==> src/rtl/ksa_pkg.sv <==
// Shared types and helpers for the pipelined Kogge-Stone arithmetic blocks.
// The group generate/propagate pair and its combine operator live here so every level uses one definition.
package ksa_pkg;

    typedef struct packed {
        logic g;
        logic p;
    } gp_t;

    // Number of prefix levels needed to cover a carry chain of the given width.
    function automatic int ksa_levels(input int bits);
        int lv;
        lv = 0;
        for (int i = 0; i < 31; i++) begin
            if ((1 << i) < bits) lv = i + 1;
        end
        return lv;
    endfunction

    // Kogge-Stone cell: hi covers the more significant span, lo the span just below it.
    function automatic gp_t gp_combine(input gp_t hi, input gp_t lo);
        gp_t r;
        r.g = hi.g | (hi.p & lo.g);
        r.p = hi.p & lo.p;
        return r;
    endfunction

endpackage

==> src/rtl/ksa_prefix_stage.sv <==
// One registered Kogge-Stone prefix level: combines each bit with the one SPAN below it.
// Raw propagate and carry-in ride along untouched so the final sum stage can use them.
module ksa_prefix_stage
    import ksa_pkg::*;
#(
    parameter int BITS = 64,
    parameter int SPAN = 1
) (
    input  logic              clk,
    input  logic              rst_n,
    input  logic              en_i,
    input  logic              valid_i,
    input  gp_t  [BITS-1:0]   gp_i,
    input  logic [BITS-1:0]   p_i,
    input  logic              cin_i,
    output logic              valid_o,
    output gp_t  [BITS-1:0]   gp_o,
    output logic [BITS-1:0]   p_o,
    output logic              cin_o
);

    gp_t  [BITS-1:0] gp_d;
    gp_t  [BITS-1:0] gp_q;
    logic [BITS-1:0] p_q;
    logic            cin_q;
    logic            valid_q;

    always_comb begin
        // NOTE: gp_d gets a full default before the loop, so no bit is left unassigned and no latch is inferred.
        gp_d = gp_i;
        for (int i = SPAN; i < BITS; i++) begin
            gp_d[i] = gp_combine(gp_i[i], gp_i[i-SPAN]);
        end
    end

    always_ff @(posedge clk or negedge rst_n) begin
        if (!rst_n) begin
            valid_q <= 1'b0;
            gp_q    <= '0;
            p_q     <= '0;
            cin_q   <= 1'b0;
        end else if (en_i) begin
            valid_q <= valid_i;
            gp_q    <= gp_d;
            p_q     <= p_i;
            cin_q   <= cin_i;
        end
    end

    assign valid_o = valid_q;
    assign gp_o    = gp_q;
    assign p_o     = p_q;
    assign cin_o   = cin_q;

endmodule

==> src/rtl/ksa_sub_pipe.sv <==
// Fully pipelined Kogge-Stone subtractor: d = a - b - bin computed as a + ~b + ~bin,
// one register per prefix level, single global stall enable driven by the output handshake.
module ksa_sub_pipe
    import ksa_pkg::*;
#(
    parameter int BITS   = 64,
    parameter int LEVELS = 6
) (
    input  logic            clk,
    input  logic            rst_n,
    input  logic            in_valid,
    output logic            in_ready,
    input  logic [BITS-1:0] a,
    input  logic [BITS-1:0] b,
    input  logic            bin,
    output logic            out_valid,
    input  logic            out_ready,
    output logic [BITS:0]   d,
    output logic            zero,
    output logic            ovf
);

    if (LEVELS != ksa_levels(BITS)) begin : g_bad_levels
        $error("ksa_sub_pipe: LEVELS must equal ceil(log2(BITS))");
    end

    logic adv;

    // S0: operand capture
    logic            s0_v_q;
    logic [BITS-1:0] s0_a_q;
    logic [BITS-1:0] s0_b_q;
    logic            s0_bin_q;

    // S1: bitwise generate/propagate, carry-in is the inverted borrow-in
    gp_t [BITS-1:0]  s1_gp_d;
    gp_t [BITS-1:0]  s1_gp_q;
    logic            s1_v_q;
    logic            s1_cin_q;

    // Prefix tree interconnect; index 0 feeds the first level, index LEVELS is the last register
    gp_t  [BITS-1:0] lvl_gp  [LEVELS+1];
    logic [BITS-1:0] lvl_p   [LEVELS+1];
    logic            lvl_cin [LEVELS+1];
    logic            lvl_v   [LEVELS+1];

    // Output stage
    logic [BITS-1:0] carry_into;
    logic [BITS-1:0] sum;
    logic            cout;
    logic [BITS:0]   d_d;
    logic            zero_d;
    logic            ovf_d;
    logic [BITS:0]   d_q;
    logic            zero_q;
    logic            ovf_q;
    logic            out_v_q;

    assign adv      = !out_v_q || out_ready;
    assign in_ready = adv;

    always_ff @(posedge clk or negedge rst_n) begin
        // NOTE: data registers are cleared along with the valid bits so d reads 0 after reset, never stale in-flight data.
        if (!rst_n) begin
            s0_v_q   <= 1'b0;
            s0_a_q   <= '0;
            s0_b_q   <= '0;
            s0_bin_q <= 1'b0;
        end else if (adv) begin
            // NOTE: non-blocking updates let every stage sample its predecessor's pre-edge value on the same clock.
            s0_v_q   <= in_valid;
            s0_a_q   <= a;
            s0_b_q   <= b;
            s0_bin_q <= bin;
        end
    end

    always_comb begin
        s1_gp_d = '0;
        for (int i = 0; i < BITS; i++) begin
            s1_gp_d[i].g = s0_a_q[i] & ~s0_b_q[i];
            s1_gp_d[i].p = s0_a_q[i] ^ ~s0_b_q[i];
        end
    end

    always_ff @(posedge clk or negedge rst_n) begin
        if (!rst_n) begin
            s1_v_q   <= 1'b0;
            s1_gp_q  <= '0;
            s1_cin_q <= 1'b0;
        end else if (adv) begin
            s1_v_q   <= s0_v_q;
            s1_gp_q  <= s1_gp_d;
            s1_cin_q <= ~s0_bin_q;
        end
    end

    // Folding the carry-in into bit 0's generate makes every group generate a true carry-out.
    always_comb begin
        lvl_gp[0] = s1_gp_q;
        lvl_gp[0][0].g = s1_gp_q[0].g | (s1_gp_q[0].p & s1_cin_q);
        lvl_p[0] = '0;
        for (int i = 0; i < BITS; i++) begin
            lvl_p[0][i] = s1_gp_q[i].p;
        end
    end

    assign lvl_cin[0] = s1_cin_q;
    assign lvl_v[0]   = s1_v_q;

    for (genvar k = 0; k < LEVELS; k++) begin : g_level
        ksa_prefix_stage #(
            .BITS (BITS),
            .SPAN (1 << k)
        ) u_stage (
            .clk     (clk),
            .rst_n   (rst_n),
            .en_i    (adv),
            .valid_i (lvl_v[k]),
            .gp_i    (lvl_gp[k]),
            .p_i     (lvl_p[k]),
            .cin_i   (lvl_cin[k]),
            .valid_o (lvl_v[k+1]),
            .gp_o    (lvl_gp[k+1]),
            .p_o     (lvl_p[k+1]),
            .cin_o   (lvl_cin[k+1])
        );
    end

    always_comb begin
        carry_into    = '0;
        carry_into[0] = lvl_cin[LEVELS];
        for (int i = 1; i < BITS; i++) begin
            carry_into[i] = lvl_gp[LEVELS][i-1].g;
        end
        cout   = lvl_gp[LEVELS][BITS-1].g;
        sum    = lvl_p[LEVELS] ^ carry_into;
        d_d    = {~cout, sum};
        zero_d = (sum == '0);
        // Signed overflow of a + ~b: carry into the sign bit differs from carry out of it.
        ovf_d  = carry_into[BITS-1] ^ cout;
    end

    always_ff @(posedge clk or negedge rst_n) begin
        if (!rst_n) begin
            out_v_q <= 1'b0;
            d_q     <= '0;
            zero_q  <= 1'b0;
            ovf_q   <= 1'b0;
        end else if (adv) begin
            out_v_q <= lvl_v[LEVELS];
            d_q     <= d_d;
            zero_q  <= zero_d;
            ovf_q   <= ovf_d;
        end
    end

    assign out_valid = out_v_q;
    assign d         = d_q;
    assign zero      = zero_q;
    assign ovf       = ovf_q;

endmodule
==> config.mk <==
export PLATFORM = sky130hd
export DESIGN_NAME = ksa_sub_pipe
export DESIGN_NICKNAME = d
export VERILOG_FILES = /design/src/rtl/ksa_pkg.sv /design/src/rtl/ksa_prefix_stage.sv /design/src/rtl/ksa_sub_pipe.sv
export SDC_FILE = /design/constraint.sdc
export NUM_CORES = 2
export LEC_CHECK = 0
export CELL_PAD_IN_SITES_DETAIL_PLACEMENT = 1
export CELL_PAD_IN_SITES_GLOBAL_PLACEMENT = 2
export CORE_AREA = 2 2 400 402
export DETAILED_ROUTE_END_ITERATION = 16
export DIE_AREA = 0 0 402 404
export HOLD_SLACK_MARGIN = 0.05
export PLACE_DENSITY = 0.8
export SLEW_MARGIN = 40
export SYNTH_ARGS = -nofsm -noshare
export SYNTH_HDL_FRONTEND = slang
export SYNTH_HIERARCHICAL = 1
export SYNTH_SLANG_ARGS = --single-unit
==> constraint.sdc <==
create_clock -name clk -period 1.9 [get_ports clk]
set_input_delay 0.285 -clock clk [delete_from_list [all_inputs] [get_ports clk]]
set_output_delay 0.285 -clock clk [all_outputs]
set_load 0.02 [all_outputs]
==> out/results.ini <==
[worst_setup_path]
worst_setup_path_end_kind=output port
ff2ff_path_depth=6
cp.buffers_inverters=3
critPathTopFamily=flip-flops
ff2ff_setup_slack_ps=-70
startpoint_type=flip-flop
critPathKind=reg2out
crit_cells=4
arrival_ps=1760
cp_cell_sequence=nor2b_4 > inv_8 > buf_12 > buf_8
cp_max_fo=2
critPathSlowestCell=dfrtp_1
cp.required_ps=1620
max_stage_delay_ps=360

[route]
drtIter0Drc=2372
viasPerCell=4.87
route.detailed.drc=0
wl_per_cell_um=20.0
firstDrtPassIters=5
ant_nets=0
totalWireLength_um=150000
dr_total_vias=36500
top_layer=met4
met2_length_um=66500
wl_met3_um=5900
drt-met1-wl_um=73500

[clocking]
cts_inserted_buffers=145
htree_levels=4
clkTransAtPathRegs_ps=60
clk_path_buf_depth=3
cts_tree=yes
clock-sinks=1366
clk_latency_ps=780
clock-root-buffer=clkbuf_16

[power_and_ir_drop]
leakage_nw=29.7
p_int_w=0.0742
power_switching_w=0.0402
p_comb_frac=0.285
sw_frac_of_total=0.351
power.density_mw_per_mm2=1720
vdd_ir_drop_max_v=0.000776
pwr-share-seq=0.468
power_frac_clock=0.247
power.total_w=0.114

[timing]
min_period_over_period=1.07
hold_viol_final=0
min_period_ps=2040
fin_ws_ps=-140
finalSetupTns_ps=-2700
maxSlewHeadroom=0.606
finalSetupViolCount=111
worst_pin_slew_ps=587
finClkSkew_ps=28.6
slew_violations=0
rsz0062_at_grt=true
fmax_mhz=490

[finish]
finalInstanceArea_mm2=0.0663
drive_gt1_frac=0.169
fill_cells=17100
area_growth_pct=21.0
final_nets=5516

[floorplan]
initial_core_util=0.347
core_area_mm2=0.158
dieArea_mm2=0.162
num_io_pins=202
fp.dieW_um=402
die-height_um=404
rows=146

[place]
placed_cell_area_mm2=0.0603
post-dp-hpwl_um=107000
port_buffers=201
gp_congestion=0.842

[grt]
grt_max_degree=109
grt_antenna_before_repair=8
grt_pass1_wl_um=236000
grt_usage=0.186
grt_pass1_vias=38700
grt_overflow=0

[yosys]
syn-mean-instance-area_um2=11.2
syn-num-nets=5096
netlist_area_mm2=0.0548
netlist_instances=4899
synth_warnings=6

[run]
maxCapViolations=0

[worst_hold_path]
holdPathStages=3
hold_path.class=in2reg

[status]
violations=setup timing
status=finished with violations

## worst register-to-register path: stages, from the launching register on
cell	delay (ps)
dfrtp_1	390
nor2b_4	170
inv_8	70
buf_4	310
buf_12	250
buf_4	290
mux2_2	370
## path summary, 6_finish.rpt
kind / start / end
worst max-delay path: out_valid / in_ready
worst min-delay path: b[60] / s0_b_q[60]
worst max register to register: out_valid / g_level[1].u_stage/p_o[40]
worst min register to register: s0_a_q[22] / s0_a_q[22]
max in group asynchronous: rst_n / s0_a_q[14]
min in group asynchronous: rst_n / g_level[0].u_stage/gp_o[13]
## routing by layer
| metal | vias to the layer above | global-route usage |
|---|---|---|
| met5 | - | 0 |
| met4 | 0 | 0.0586 |
| met3 | 201 | 0.0317 |
| met2 | 609 | 0.280 |
| met1 | 18500 | 0.272 |
| li1 | 17200 | - |
## sequential cells by signal, indices dropped and copies added (netlist names), 6 cells and up
name                     count
g_level.u_stage/gp_o       642
g_level.u_stage/cin_o        6
lvl_gp                     127
s0_b_q                      64
d                           65
g_level.u_stage/p_o        384
s0_a_q                      64
g_level.u_stage/valid_o      6
## per-stage QoR
stage          std cells  utilization  setup WS (ps)  hold slack (ps)
2_1_floorplan       4899            -           39.0            -10.6
3_3_place_gp        7128        0.382           -188              173
3_5_place_dp        7128        0.382           -222              173
4_1_cts             7493        0.419           -243             52.6
5_1_grt             7498        0.420           -260             80.9
6_report            7500        0.420           -140             99.3
## cell usage in the layout (no fill, tap or decap), drive strengths merged
| master | n |
|---|---|
| a21o | 1 |
| a21oi | 707 |
| buf | 226 |
| bufinv | 6 |
| clkbuf | 226 |
| clkdlybuf4s15 | 4 |
| clkdlybuf4s50 | 131 |
| clkinv | 20 |
| clkinvlp | 3 |
| dfrtp | 1366 |
| diode | 2 |
| dlygate4sd2 | 63 |
| dlygate4sd3 | 109 |
| ha | 64 |
| inv | 328 |
| mux2 | 459 |
| nand2 | 653 |
| nand2b | 1 |
| nand3 | 260 |
| nand4 | 14 |
| nand4bb | 1 |
| nor2 | 390 |
| nor2b | 1 |
| nor3 | 1 |
| nor4 | 3 |
| o21ai | 324 |
| xnor2 | 64 |
| xor2 | 1 |
## power groups by stage
stage,Clock (W),Sequential [W],Combinational (W)
6_report,0.0282,0.0535,0.0326
5_1_grt,0.0302,0.0550,0.0364
3_5_place_dp,0,0.0539,0.0325
3_3_place_gp,0,0.0533,0.0313
2_1_floorplan,0,0.0485,0.0219
4_1_cts,0.0291,0.0536,0.0327
## cell type report
class / count / area, um^2 / share of cell area
Clock buffer: 220 / 4340 / 0.0654
Antenna cell: 2 / 5.00 / 0.0000755
Sequential cell: 1366 / 34200 / 0.515
Timing Repair Buffer: 539 / 5870 / 0.0885
Clock inverter: 34 / 418 / 0.00630
Multi-Input combinational cell: 2944 / 17700 / 0.267
Tap cell: 2072 / 2590 / 0.0391
Inverter: 323 / 1220 / 0.0184
## what timing repair did
| item | CTS | global route |
|---|---|---|
| setup buffers | 3 | 1 |
| gates resized for setup | 82 | 17 |
| setup endpoints to repair | 70 | 421 |
| hold endpoints to repair | 1425 | 0 |
| hold buffers | 109 | 0 |
| gates cloned | 0 | 5 |
Note: power is estimated with default switching activity, not from simulation.
